`config.mk`:
```
export PLATFORM = sky130hd
export DESIGN_NAME = bus_dma_master
export DESIGN_NICKNAME = d
export VERILOG_FILES = /design/src/rtl/bus_dma_master.sv
export SDC_FILE = /design/constraint.sdc
export NUM_CORES = 1
export LEC_CHECK = 0
export ABC_CLOCK_PERIOD_IN_PS = 7250
export BUFFER_PORTS_ARGS = -buffer_cell sky130_fd_sc_hd__clkbuf_2
export CAP_MARGIN = 20
export CORE_MARGIN = 1
export CORE_UTILIZATION = 30
export CTS_CLUSTER_DIAMETER = 100
export DETAILED_ROUTE_END_ITERATION = 12
export GPL_TIMING_DRIVEN = 0
export SYNTH_ARGS = -nofsm -noshare
export SYNTH_HDL_FRONTEND = slang
export SYNTH_SLANG_ARGS = --single-unit
export TNS_END_PERCENT = 20
```
`constraint.sdc`:
```
create_clock -name clk -period 7.25 [get_ports clk]
set_input_delay 1.45 -clock clk [delete_from_list [all_inputs] [get_ports clk]]
set_output_delay 1.45 -clock clk [all_outputs]
set_load 0.02 [all_outputs]
```
`src/rtl/bus_dma_master.sv`:
```
// Bus-initiator DMA engine: copies len words from src_addr to dst_addr, holding the bus for the whole block.
// Optional BUS_DMA_FILL_EN adds a pattern-fill mode (fill, fill_pattern) that skips the read phase.
module bus_dma_master #(
  parameter int unsigned ADDR_W = 8,
  parameter int unsigned DATA_W = 32,
  parameter int unsigned LEN_W  = 4
) (
  input  logic              clk,
  input  logic              reset,
  input  logic              start,
  input  logic [ADDR_W-1:0] src_addr,
  input  logic [ADDR_W-1:0] dst_addr,
  input  logic [LEN_W-1:0]  len,
`ifdef BUS_DMA_FILL_EN
  input  logic              fill,
  input  logic [DATA_W-1:0] fill_pattern,
`endif
  output logic              busy,
  output logic              done,
  output logic              m_req,
  input  logic              m_grant,
  output logic              m_wr,
  output logic [ADDR_W-1:0] m_address,
  output logic [DATA_W-1:0] m_dout,
  input  logic [DATA_W-1:0] m_din
);

  typedef enum logic [2:0] {S_IDLE, S_REQ, S_RD, S_WR, S_DONE} state_e;

  state_e              state_q, state_d;
  state_e              resume_q, resume_d;
  logic [LEN_W-1:0]    idx_q, idx_d;
  logic [LEN_W-1:0]    len_q, len_d;
  logic [ADDR_W-1:0]   src_q, src_d;
  logic [ADDR_W-1:0]   dst_q, dst_d;
  logic [DATA_W-1:0]   buf_q, buf_d;
  logic                fill_q, fill_d;

  logic                busy_q, busy_d;
  logic                done_q, done_d;
  logic                req_q, req_d;
  logic                wr_q, wr_d;
  logic [ADDR_W-1:0]   addr_q, addr_d;
  logic [DATA_W-1:0]   dout_q, dout_d;

  // Next state, then outputs decoded from the next state so they leave a register.
  always_comb begin
    state_d  = state_q;
    resume_d = resume_q;
    idx_d    = idx_q;
    len_d    = len_q;
    src_d    = src_q;
    dst_d    = dst_q;
    buf_d    = buf_q;
    fill_d   = fill_q;
    busy_d   = 1'b0;
    done_d   = 1'b0;
    req_d    = 1'b0;
    wr_d     = 1'b0;
    addr_d   = '0;
    dout_d   = '0;

    unique case (state_q)
      S_IDLE: begin
        if (start) begin
          if (len != '0) begin
            src_d    = src_addr;
            dst_d    = dst_addr;
            len_d    = len;
            idx_d    = '0;
            resume_d = S_RD;
            fill_d   = 1'b0;
`ifdef BUS_DMA_FILL_EN
            fill_d = fill;
            if (fill) begin
              resume_d = S_WR;
              buf_d    = fill_pattern;
            end
`endif
            state_d = S_REQ;
          end else begin
            state_d = S_DONE;
          end
        end
      end
      S_REQ: begin
        if (m_grant) state_d = resume_q;
      end
      S_RD: begin
        if (m_grant) begin
          buf_d   = m_din;
          state_d = S_WR;
        end else begin
          resume_d = S_RD;
          state_d  = S_REQ;
        end
      end
      S_WR: begin
        if (m_grant) begin
          if (idx_q == len_q - LEN_W'(1)) begin
            state_d = S_DONE;
          end else begin
            idx_d   = idx_q + LEN_W'(1);
            state_d = fill_q ? S_WR : S_RD;
          end
        end else begin
          resume_d = S_WR;
          state_d  = S_REQ;
        end
      end
      S_DONE:  state_d = S_IDLE;
      default: state_d = S_IDLE;
    endcase

    unique case (state_d)
      S_REQ: begin
        busy_d = 1'b1;
        req_d  = 1'b1;
      end
      S_RD: begin
        busy_d = 1'b1;
        req_d  = 1'b1;
        addr_d = src_d + ADDR_W'(idx_d);
      end
      S_WR: begin
        busy_d = 1'b1;
        req_d  = 1'b1;
        wr_d   = 1'b1;
        addr_d = dst_d + ADDR_W'(idx_d);
        dout_d = buf_d;
      end
      S_DONE: begin
        busy_d = 1'b1;
        done_d = 1'b1;
      end
      default: ;
    endcase
  end

  always_ff @(posedge clk or posedge reset) begin
    if (reset) begin
      state_q  <= S_IDLE;
      resume_q <= S_RD;
      idx_q    <= '0;
      len_q    <= '0;
      src_q    <= '0;
      dst_q    <= '0;
      buf_q    <= '0;
      fill_q   <= 1'b0;
      busy_q   <= 1'b0;
      done_q   <= 1'b0;
      req_q    <= 1'b0;
      wr_q     <= 1'b0;
      addr_q   <= '0;
      dout_q   <= '0;
    end else begin
      state_q  <= state_d;
      resume_q <= resume_d;
      idx_q    <= idx_d;
      len_q    <= len_d;
      src_q    <= src_d;
      dst_q    <= dst_d;
      buf_q    <= buf_d;
      fill_q   <= fill_d;
      busy_q   <= busy_d;
      done_q   <= done_d;
      req_q    <= req_d;
      wr_q     <= wr_d;
      addr_q   <= addr_d;
      dout_q   <= dout_d;
    end
  end

  assign busy      = busy_q;
  assign done      = done_q;
  assign m_req     = req_q;
  assign m_wr      = wr_q;
  assign m_address = addr_q;
  assign m_dout    = dout_q;

endmodule

```
======== After elaboration in Yosys (flattened, before gate mapping) ========
Index checks and enable logic that the tools add are counted.
Widths: inputs -> output; s select.
storage, ports and cells
  bits in registers ....................... 106
  input bits .............................. 56
  output and inout port bits .............. 44
  logic and storage cells ................. 67
operators by class
  add/sub/neg operators ................... 4
  equal/unequal tests ..................... 12
  muxes and demuxes ....................... 31
  reduce and logical (&&, ||, !) cells .... 7
operators by type and width
  kind                 number
  $mux 32              3
  $mux 8               6
  $mux 3               9
  $add 8x4->8          2
  $mux 4               4
  $pmux 8 s2           1
  $eq 3x2->1 const B   4
  $pmux 3 s4           1
  $pmux 3 s3           1
  $ne 2x2->1 const B   4
  $pmux 4 s2           1
  $eq 3x1->1 const B   2
  $reduce_and 5->1     1
  $add 4x1->4 const B  1
  $eq 4x4->1           1
  $mux 1               4
  $reduce_bool 4->1    1
  $reduce_or 4->1      1
  $sub 4x1->4 const B  1
  $eq 3x3->1 const B   1
  $logic_not 3->1      1
  $reduce_and 3->1     1
  $reduce_bool 3->1    1
  $reduce_or 3->1      1
  $mux 2               1

======== Logic depth before layout (Yosys ltp) ========
Gate-level depths: netlist of run 1.
  word-level depth ........................ 8
  depth in mapped cells ................... 15
  mapped depth without buffers ............ 14

======== Worst setup path after synthesis of run 1 ========
No wires, ideal clock.
  path type ............................... in2reg
  from .................................... input port start
  to ...................................... register addr_q[6] (netlist: m_address[6])
  library setup time ...................... 0.095 ns
  data arrival time ....................... 4.221 ns
  required time ........................... 7.155 ns
  path slack .............................. 2.933 ns
  stages .................................. 14
  path buffers ............................ 1
  cells stage by stage .................... or4b_4 -> buf_6 -> nor2_4 -> nor2_4 -> inv_6 -> nand2_8 -> mux2_4 -> ha_1 -> fa_1 -> a21o_1 -> a21o_1 -> a21boi_1 -> mux2i_1 -> nor4b_2
on the way
  longest elaborated chain between the ends .. 4
  elaborated cells between the ends (all ways) .. 13
  classes of those cells .................. 2 x add/sub; 2 x eq/ne; 9 x mux
RTL lines
  item                  line  text
  start, declared       10    input logic start,
  $mux 3 *              65    if (start) begin
  $pmux 3 s4 *          63    unique case (state_q)
  named net state_d[0]  30    state_e state_q, state_d;
  $eq 3x2->1            115   unique case (state_d)
  $pmux 8 s2 *          115
  named net addr_d[6]   43    logic [ADDR_W-1:0] addr_q, addr_d;
  end signal, assigned  169   addr_q <= addr_d;
  end, declared         43
The timed path passes the listed nets; every way through them passes the cells marked *.
A chain may end at the register's enable or synchronous reset.

======== Worst setup path in the final report of run 1 ========
  from .................................... input port len[1]
  to ...................................... register addr_q[7] (netlist: m_address[7])
on the way
  longest elaborated chain between the ends .. 6
  elaborated cells between the ends (all ways) .. 18
  classes of those cells .................. 2 x add/sub; 2 x eq/ne; 13 x mux; 1 x reduce/logical
RTL lines
  item                            line      text
  start, declared                 13        input logic [LEN_W-1:0] len,
  $reduce_bool 4->1 *             66        if (len != '0) begin
  $mux 4 *                        66
  $mux 4 *                        65
  $pmux 4 s2 *                    63
  named net idx_d[1]              32        logic [LEN_W-1:0] idx_q, idx_d;
  $add 8x4->8 (on tied branches)  129, 123
  $pmux 8 s2 *                    115
  named net addr_d[7]             43
Marks and branches as above.

==> results of run 1 <==
tightest hold or removal path, delay by kind of cell, from the launching register on:
family           cells  cell delay (ns)
AND/OR/NAND/NOR      2             0.12
flip-flops           1             0.33
path summary, 6_finish.rpt:
path	end	slack [ns]	cells past startpoint
worst max-delay path	m_address[7]	2.63	14
worst min-delay path	src_q[1]	0.48	2
worst max register to register	m_address[6]	3.38	14
worst min register to register	src_q[1]	0.48	2
max in group asynchronous	idx_q[2]	5.40	3
min in group asynchronous	m_dout[29]	1.17	2
cell families after synthesis:
logic type / after synthesis / synth area share [%]
simple gates: 127 / 16.8
flops: 104 / 59.0
buf+inv: 22 / 3.03
xor+xnor: 9 / 1.79
mux: 40 / 10.5
compound gates: 42 / 6.72
fa+ha+maj: 7 / 2.15
state kept, by name, summed over array words and instances (netlist names):
| register | cells |
|---|---|
| src_q | 8 |
| resume_q | 1 |
| state_q | 3 |
| len_q | 4 |
| m_req | 1 |
| m_wr | 1 |
| idx_q | 4 |
| buf_q | 32 |
| busy | 1 |
| m_dout | 32 |
| done | 1 |
| m_address | 8 |
| dst_q | 8 |
per-stage QoR:
step	setup WS [ns]	power (mW)
5_1_grt	2.35	2.49
4_1_cts	2.64	2.36
3_5_place_dp	2.28	1.85
3_3_place_gp	1.94	1.81
6_report	2.63	2.32
2_1_floorplan	2.93	1.59
cells in the final DEF, fill, tap and decap left out, types with 3 or more instances in the layout:
master	Yosys	routed
ha_1	6	6
buf_6	5	5
nor4b_2	3	3
a211oi_1	4	4
clkbuf_2	0	99
o31ai_1	3	3
xnor2_1	7	7
nor2b_1	26	26
nor2_1	3	3
buf_2	7	7
a21o_1	4	4
nand3_1	11	11
a21oi_1	4	4
nand2_1	50	50
o211ai_1	5	5
clkbuf_1	1	3
inv_1	8	7
nor3_1	6	6
o21ai_0	9	9
clkbuf_16	0	9
nor2b_2	10	10
mux2_4	4	4
dfrtp_1	104	104
mux2_2	34	34
routing by layer:
metal  GRT usage, %  vias to the layer above  share of wire (%)
met2           22.6                       78                 50
met5              0                        -                  0
met3           3.78                       11                5.3
met1           17.4                     1460                 43
met4           5.27                        0                1.6
li1               -                     1421                  -
power by group through the flow:
stage / combinational, mW / clock, mW / sequential (mW)
global route: 1.04 / 0.529 / 0.923
global placement: 0.912 / 0 / 0.900
floorplan: 0.611 / 0 / 0.980
detailed placement: 0.943 / 0 / 0.911
CTS: 0.949 / 0.506 / 0.900
finish: 0.934 / 0.487 / 0.896
final cells by class:
| cell class | count | area, µm² | share of cell area (%) |
|---|---|---|---|
| Buffer | 13 | 95.1 | 1.74 |
| Clock buffer | 12 | 246 | 4.51 |
| Clock inverter | 4 | 53.8 | 0.985 |
| Inverter | 9 | 41.3 | 0.756 |
| Multi-Input combinational cell | 225 | 1680 | 30.7 |
| Sequential cell | 104 | 2600 | 47.6 |
| Tap cell | 180 | 225 | 4.12 |
| Timing Repair Buffer | 100 | 523 | 9.57 |
==> summary.md, run 1 <==
| Metric | Value |
|---|---|
| Total wire length | 9620 µm |
| Core Area | 0.0141 mm² |
| Synth top area share | 59.0% |
| Grt ovf | 0 |
| CTS resizes | 0 |
| Cell count after synthesis | 351 |
| Min Hold Slack | 0.484 ns |
| Mapped cell area | 0.00441 mm² |
| Clock group share of total power | 21.0% |
| Crit path buf inv count | 4 |
| Vias per inst | 4.59 |
| LEAKAGE | 2.67 nW |
| Period minus WS final | 4.62 ns |
| Prevailing post-synth register cell | dfrtp_1 |
| Finished Layout Cells | 647 |
| Most common cell in the netlist | dfrtp_1 |
| Hold Buf Count CTS | 0 |
| Die ar. | 0.0152 mm² |
| Area Growth Syn to Fin | 23.8% |
| Initial antenna violation count | 0 |
| HP Class | reg -> reg |
| Latest clock arrival within the worst-skew pair | 0.35 ns |
| Worst hold start | src_q[1] |
| Dpl hpwl | 7060 µm |
| Post-route setup TNS | 0 ns |
| Largest cells by area after synthesis | dfrtp_1 (59%), mux2_2 (8.7%), nand2_1 (4.3%) |
| Critical Path End Type | flop |
| Top-Level Pins | 100 |
| Share of layout cells above drive strength 1 | 40.0% |
| Leading area contributor after synthesis | dfrtp_1 |
| Global-route wire length before repair | 15700 µm |
| Synth top cells by count | dfrtp_1 (104), nand2_1 (50), mux2_2 (34) |
| Netlist cell types | 48 |
| CP max stage delay | 0.51 ns |
| Reg power frac | 38.7% |
| Setup bufs post-CTS | 0 |
| Slew @ Worst Pin | 0.848 ns |
| Max Clk Rate | 0.217 GHz |
| Worst-path clk slew | 0.07 ns |
| Nets | 525 |
| CP delay by family, top | compound AO/OA/AOI/OAI gates |
| DRC Markers | 0 |
| Clock Sink Count | 104 |
| Slowest cell on the critical path | or4_1 |
| Row cnt | 43 |
| Largest net degree at the start of global routing | 56 |
| CTS root buffer | clkbuf_16 |
| RSZ-0062 raised after global routing | false |
| Fillers | 1415 |
| Diodes inserted | 0 |
| Worst Path Required | 7.48 ns |
| CTS tree | built |
| Final Wtd Congestion | 0.841 |
| Starting Density | 31.3% |
| # port buffers | 99 |
| Clk buf depth | 2 |
| Critical path type | in -> reg |
| Max Transition Viols Final | 0 |
| Status | completed |
| Avg Inst Size Synth | 12.6 µm² |
| Switching power | 824 µW |
| Post-Route Skew | 0.0103 ns |
| Final Util | 38.8% |
| Cts bufs inserted | 9 |
| Int Power | 1.49 mW |
| Switching share of power | 35.6% |
| Design area | 0.00546 mm² |
| Die Height | 123 µm |
| MaxCap Viol Count | 0 |
| DRT Pass-1 Iters | 4 |
| Worst setup SP type | input pin |
| Area post-placement | 0.00516 mm² |
| Fraction of registers with async set/reset | 100% |
| Final period util | 63.7% |
| Routed Antenna Nets | 0 |
| Worst EP arrival | 4.84 ns |
| Peak VDD IR | 0.191 mV |
| Synth warn | 0 |
| Hold Vio Cnt, Final | 0 |
| DR vias | 2970 |
| Comb pwr share | 40.3% |
| DR iter-0 viols | 121 |
| Worst Setup SP | len[1] |
| Final setup vio count | 0 |
| Placed cells | 631 |
| Slew HR | 43.1% |
| Worst reg2reg startpoint | state_q[2] |
| Routed wire per std cell | 14.9 µm |
| EDFF count, synth | 0 |
| Number of global-route vias before repair | 3164 |
| Crit-path cells | clkbuf_2 > or4_1 > clkbuf_1 > nand2_2 > buf_2 > buf_2 > nand3_1 > o21ai_0 > ha_1 > a211o_1 > a21o_1 > o21ai_0 > mux2i_1 > a2111oi_2 |
| Chip width | 123 µm |
| Register area share after synthesis | 59.0% |
| Power Dens Cells | 424 mW/mm² |
| Syn nets | 414 |
| GRT Total Usage | 13.8% |
| CTS H-tree depth | 3 |
| Max Fanout on Critical Path | 10 |
| Seq cells post-synth | 104 |
Power figures use the tool's default switching activity.
==> run 2: changes to the inputs <==
ABC_CLOCK_PERIOD_IN_PS = 3750   (was 7250)
clock period = 3.75 ns   (was 7.25 ns; I/O delays follow)
==> run 2 against run 1 <==
Compared with the run above: global-route usage grew 0.080 points; clock skew shrank 0.0019 ns; cell area grew 1.4%; register-to-register slack lost 3.2 ns; combinational power grew 99%; sequential power grew 93%; first-iteration DRC count grew 5.8%; largest power group unchanged; routed wire length grew 0.63%.
==> summary.md, run 2 (synthesized netlist as in run 1, its figures left out) <==
| Metric | Value |
|---|---|
| Post-route setup TNS | 0 ns (unchanged) |
| DRC Markers | 0 (unchanged) |
| Design area | 0.00554 mm² (+1.4%) |
| Max Transition Viols Final | 0 (unchanged) |
| DR vias | 2975 (+0.17%) |
| Area Growth Syn to Fin | 25.5% |
| CTS root buffer | clkbuf_16 |
| Vias per inst | 4.57 (-0.45%) |
| Latest clock arrival within the worst-skew pair | 0.35 ns (about the same) |
| Final Wtd Congestion | 0.841 (unchanged) |
| Diodes inserted | 0 (unchanged) |
| Total wire length | 9680 µm (+0.63%) |
| CTS tree | built |
| HP Class | in -> async |
| Routed Antenna Nets | 0 (unchanged) |
| Commonest non-fill, non-tap cell in the layout | dfrtp_1 |
| MaxCap Viol Count | 0 (unchanged) |
| Row cnt | 43 (unchanged) |
| CTS H-tree depth | 3 (unchanged) |
| Worst-path clk slew | 0.07 ns (about the same) |
| Fillers | 1411 (-0.28%) |
| Number of global-route vias before repair | 3172 (+0.25%) |
| Share of layout cells above drive strength 1 | 41.8% (+1.8 points) |
| Status | completed |
| LEAKAGE | 2.70 nW (+0.90%) |
| Slew @ Worst Pin | 0.851 ns (+0.00318 ns) |
| Dpl hpwl | 7060 µm (unchanged) |
| Largest net degree at the start of global routing | 56 (unchanged) |
| Max Fanout on Critical Path | 10 (unchanged) |
| Final period util | 96.2% |
| Worst EP arrival | 3.85 ns (-0.99 ns) |
| Cts bufs inserted | 9 (unchanged) |
| Max Clk Rate | 0.277 GHz |
| Core Area | 0.0141 mm² (unchanged) |
| DR iter-0 viols | 128 (+5.8%) |
| Commonest non-fill, non-tap cells in the layout | dfrtp_1 (103), clkbuf_2 (99), nand2_1 (50) |
| Total power | 4.53 mW (+96%) |
| Critical Path End Type | flop |
| Clock Sink Count | 104 (unchanged) |
| Die ar. | 0.0152 mm² (unchanged) |
| RSZ-0062 raised after global routing | false |
| GRT Total Usage | 13.9% (+0.080 points) |
| Routed wire per std cell | 14.9 µm (about the same) |
| Worst Path Required | 3.99 ns (-3.49 ns) |
| Top-Level Pins | 100 (unchanged) |
| Hold Vio Cnt, Final | 0 (unchanged) |
| Area post-placement | 0.00516 mm² (unchanged) |
| Initial antenna violation count | 0 (unchanged) |
| Die Height | 123 µm (unchanged) |
| Post-Route Skew | 0.00838 ns (-0.00187 ns) |
| Critical path type | reg -> reg |
| Slew HR | 43.1% (+0.048 points) |
| Final setup vio count | 0 (unchanged) |
| Starting Density | 31.3% (unchanged) |
| Period minus WS final | 3.61 ns |
| Grt ovf | 0 (unchanged) |
| Global-route wire length before repair | 15800 µm (+0.57%) |
| Chip width | 123 µm (unchanged) |
| Power Dens Cells | 819 mW/mm² (+93%) |
| Peak VDD IR | 0.369 mV (+93%) |
| Worst setup SP type | flop |
| # port buffers | 99 (unchanged) |
| DRT Pass-1 Iters | 4 (unchanged) |
| Clk buf depth | 2 (unchanged) |
| Nets | 529 (+0.76%) |
-- run 2: final cells by class --
class	instances	area, µm²	share of cell area, %
sequential	104	2600	47.0
multi-input combinational	225	1710	30.9
timing repair buffer	105	561	10.1
clock buffer	12	246	4.45
tap	180	225	4.07
buffer	12	96.3	1.74
clock inverter	4	53.8	0.972
inverter	9	41.3	0.746
-- run 2: path summary, 6_finish.rpt --
path | start | to | slack, ns | cells after the start
max reg2reg | state_q[2] | m_address[6] | 0.14 | 14
max | state_q[2] | m_address[6] | 0.14 | 14
min reg2reg | dst_q[1] | dst_q[1] | 0.48 | 2
max in group asynchronous | reset | state_q[2] | 2.60 | 3
min in group clk | dst_q[1] | dst_q[1] | 0.48 | 2
min | reset | m_dout[29] | 0.47 | 2
-- run 2: layer usage --
| metal | wire [µm] | track usage, % | up-vias |
|---|---|---|---|
| li1 | - | - | 1427 |
| met1 | 4280 | 17.5 | 1454 |
| met2 | 4750 | 22.6 | 80 |
| met3 | 475 | 3.78 | 14 |
| met4 | 167 | 5.50 | 0 |
| met5 | 0 | 0 | - |
-- run 2: power breakdown --
part,internal (mW),total (mW),switching [mW],leakage [nW]
Sequential,1.56,1.73,0.167,1.33
Clock,0.537,0.942,0.404,0.139
Combinational,0.807,1.86,1.06,1.23
-- run 2: worst max-delay path: stages, from the launching register on --
cell      delay [ns]
dfrtp_2         0.46
or4b_4          0.55
buf_6           0.15
nor2_4          0.13
nor2_4          0.07
inv_6           0.13
nand2_8         0.11
mux2_4          0.35
ha_1            0.23
fa_2            0.36
a21o_1          0.17
a21o_4          0.24
a21boi_1        0.14
mux2i_1         0.16
nor4b_2         0.25
-- run 2: timing repair --
item,in CTS,in global routing
hold buffers,0,0
endpoints found under the setup margin,3,4
gates cloned,0,0
hold endpoints to repair,0,0
gates resized for setup,3,7
buffers inserted,2,3
pin swaps,2,2
-- run 2: metrics by stage --
| stage | instances | worst slack (ns) | hold slack (ns) | util [%] |
|---|---|---|---|---|
| after CTS | 648 | 0.000112 | 0.482 | 38.9 |
| after global placement | 630 | -0.865 | 0.456 | 36.4 |
| after global routing | 651 | 0.0441 | 0.498 | 39.3 |
| final | 651 | 0.144 | 0.466 | 39.3 |
| after floorplan | 351 | 0.133 | 0.441 | - |
| after detailed placement | 631 | -0.525 | 0.464 | 36.6 |
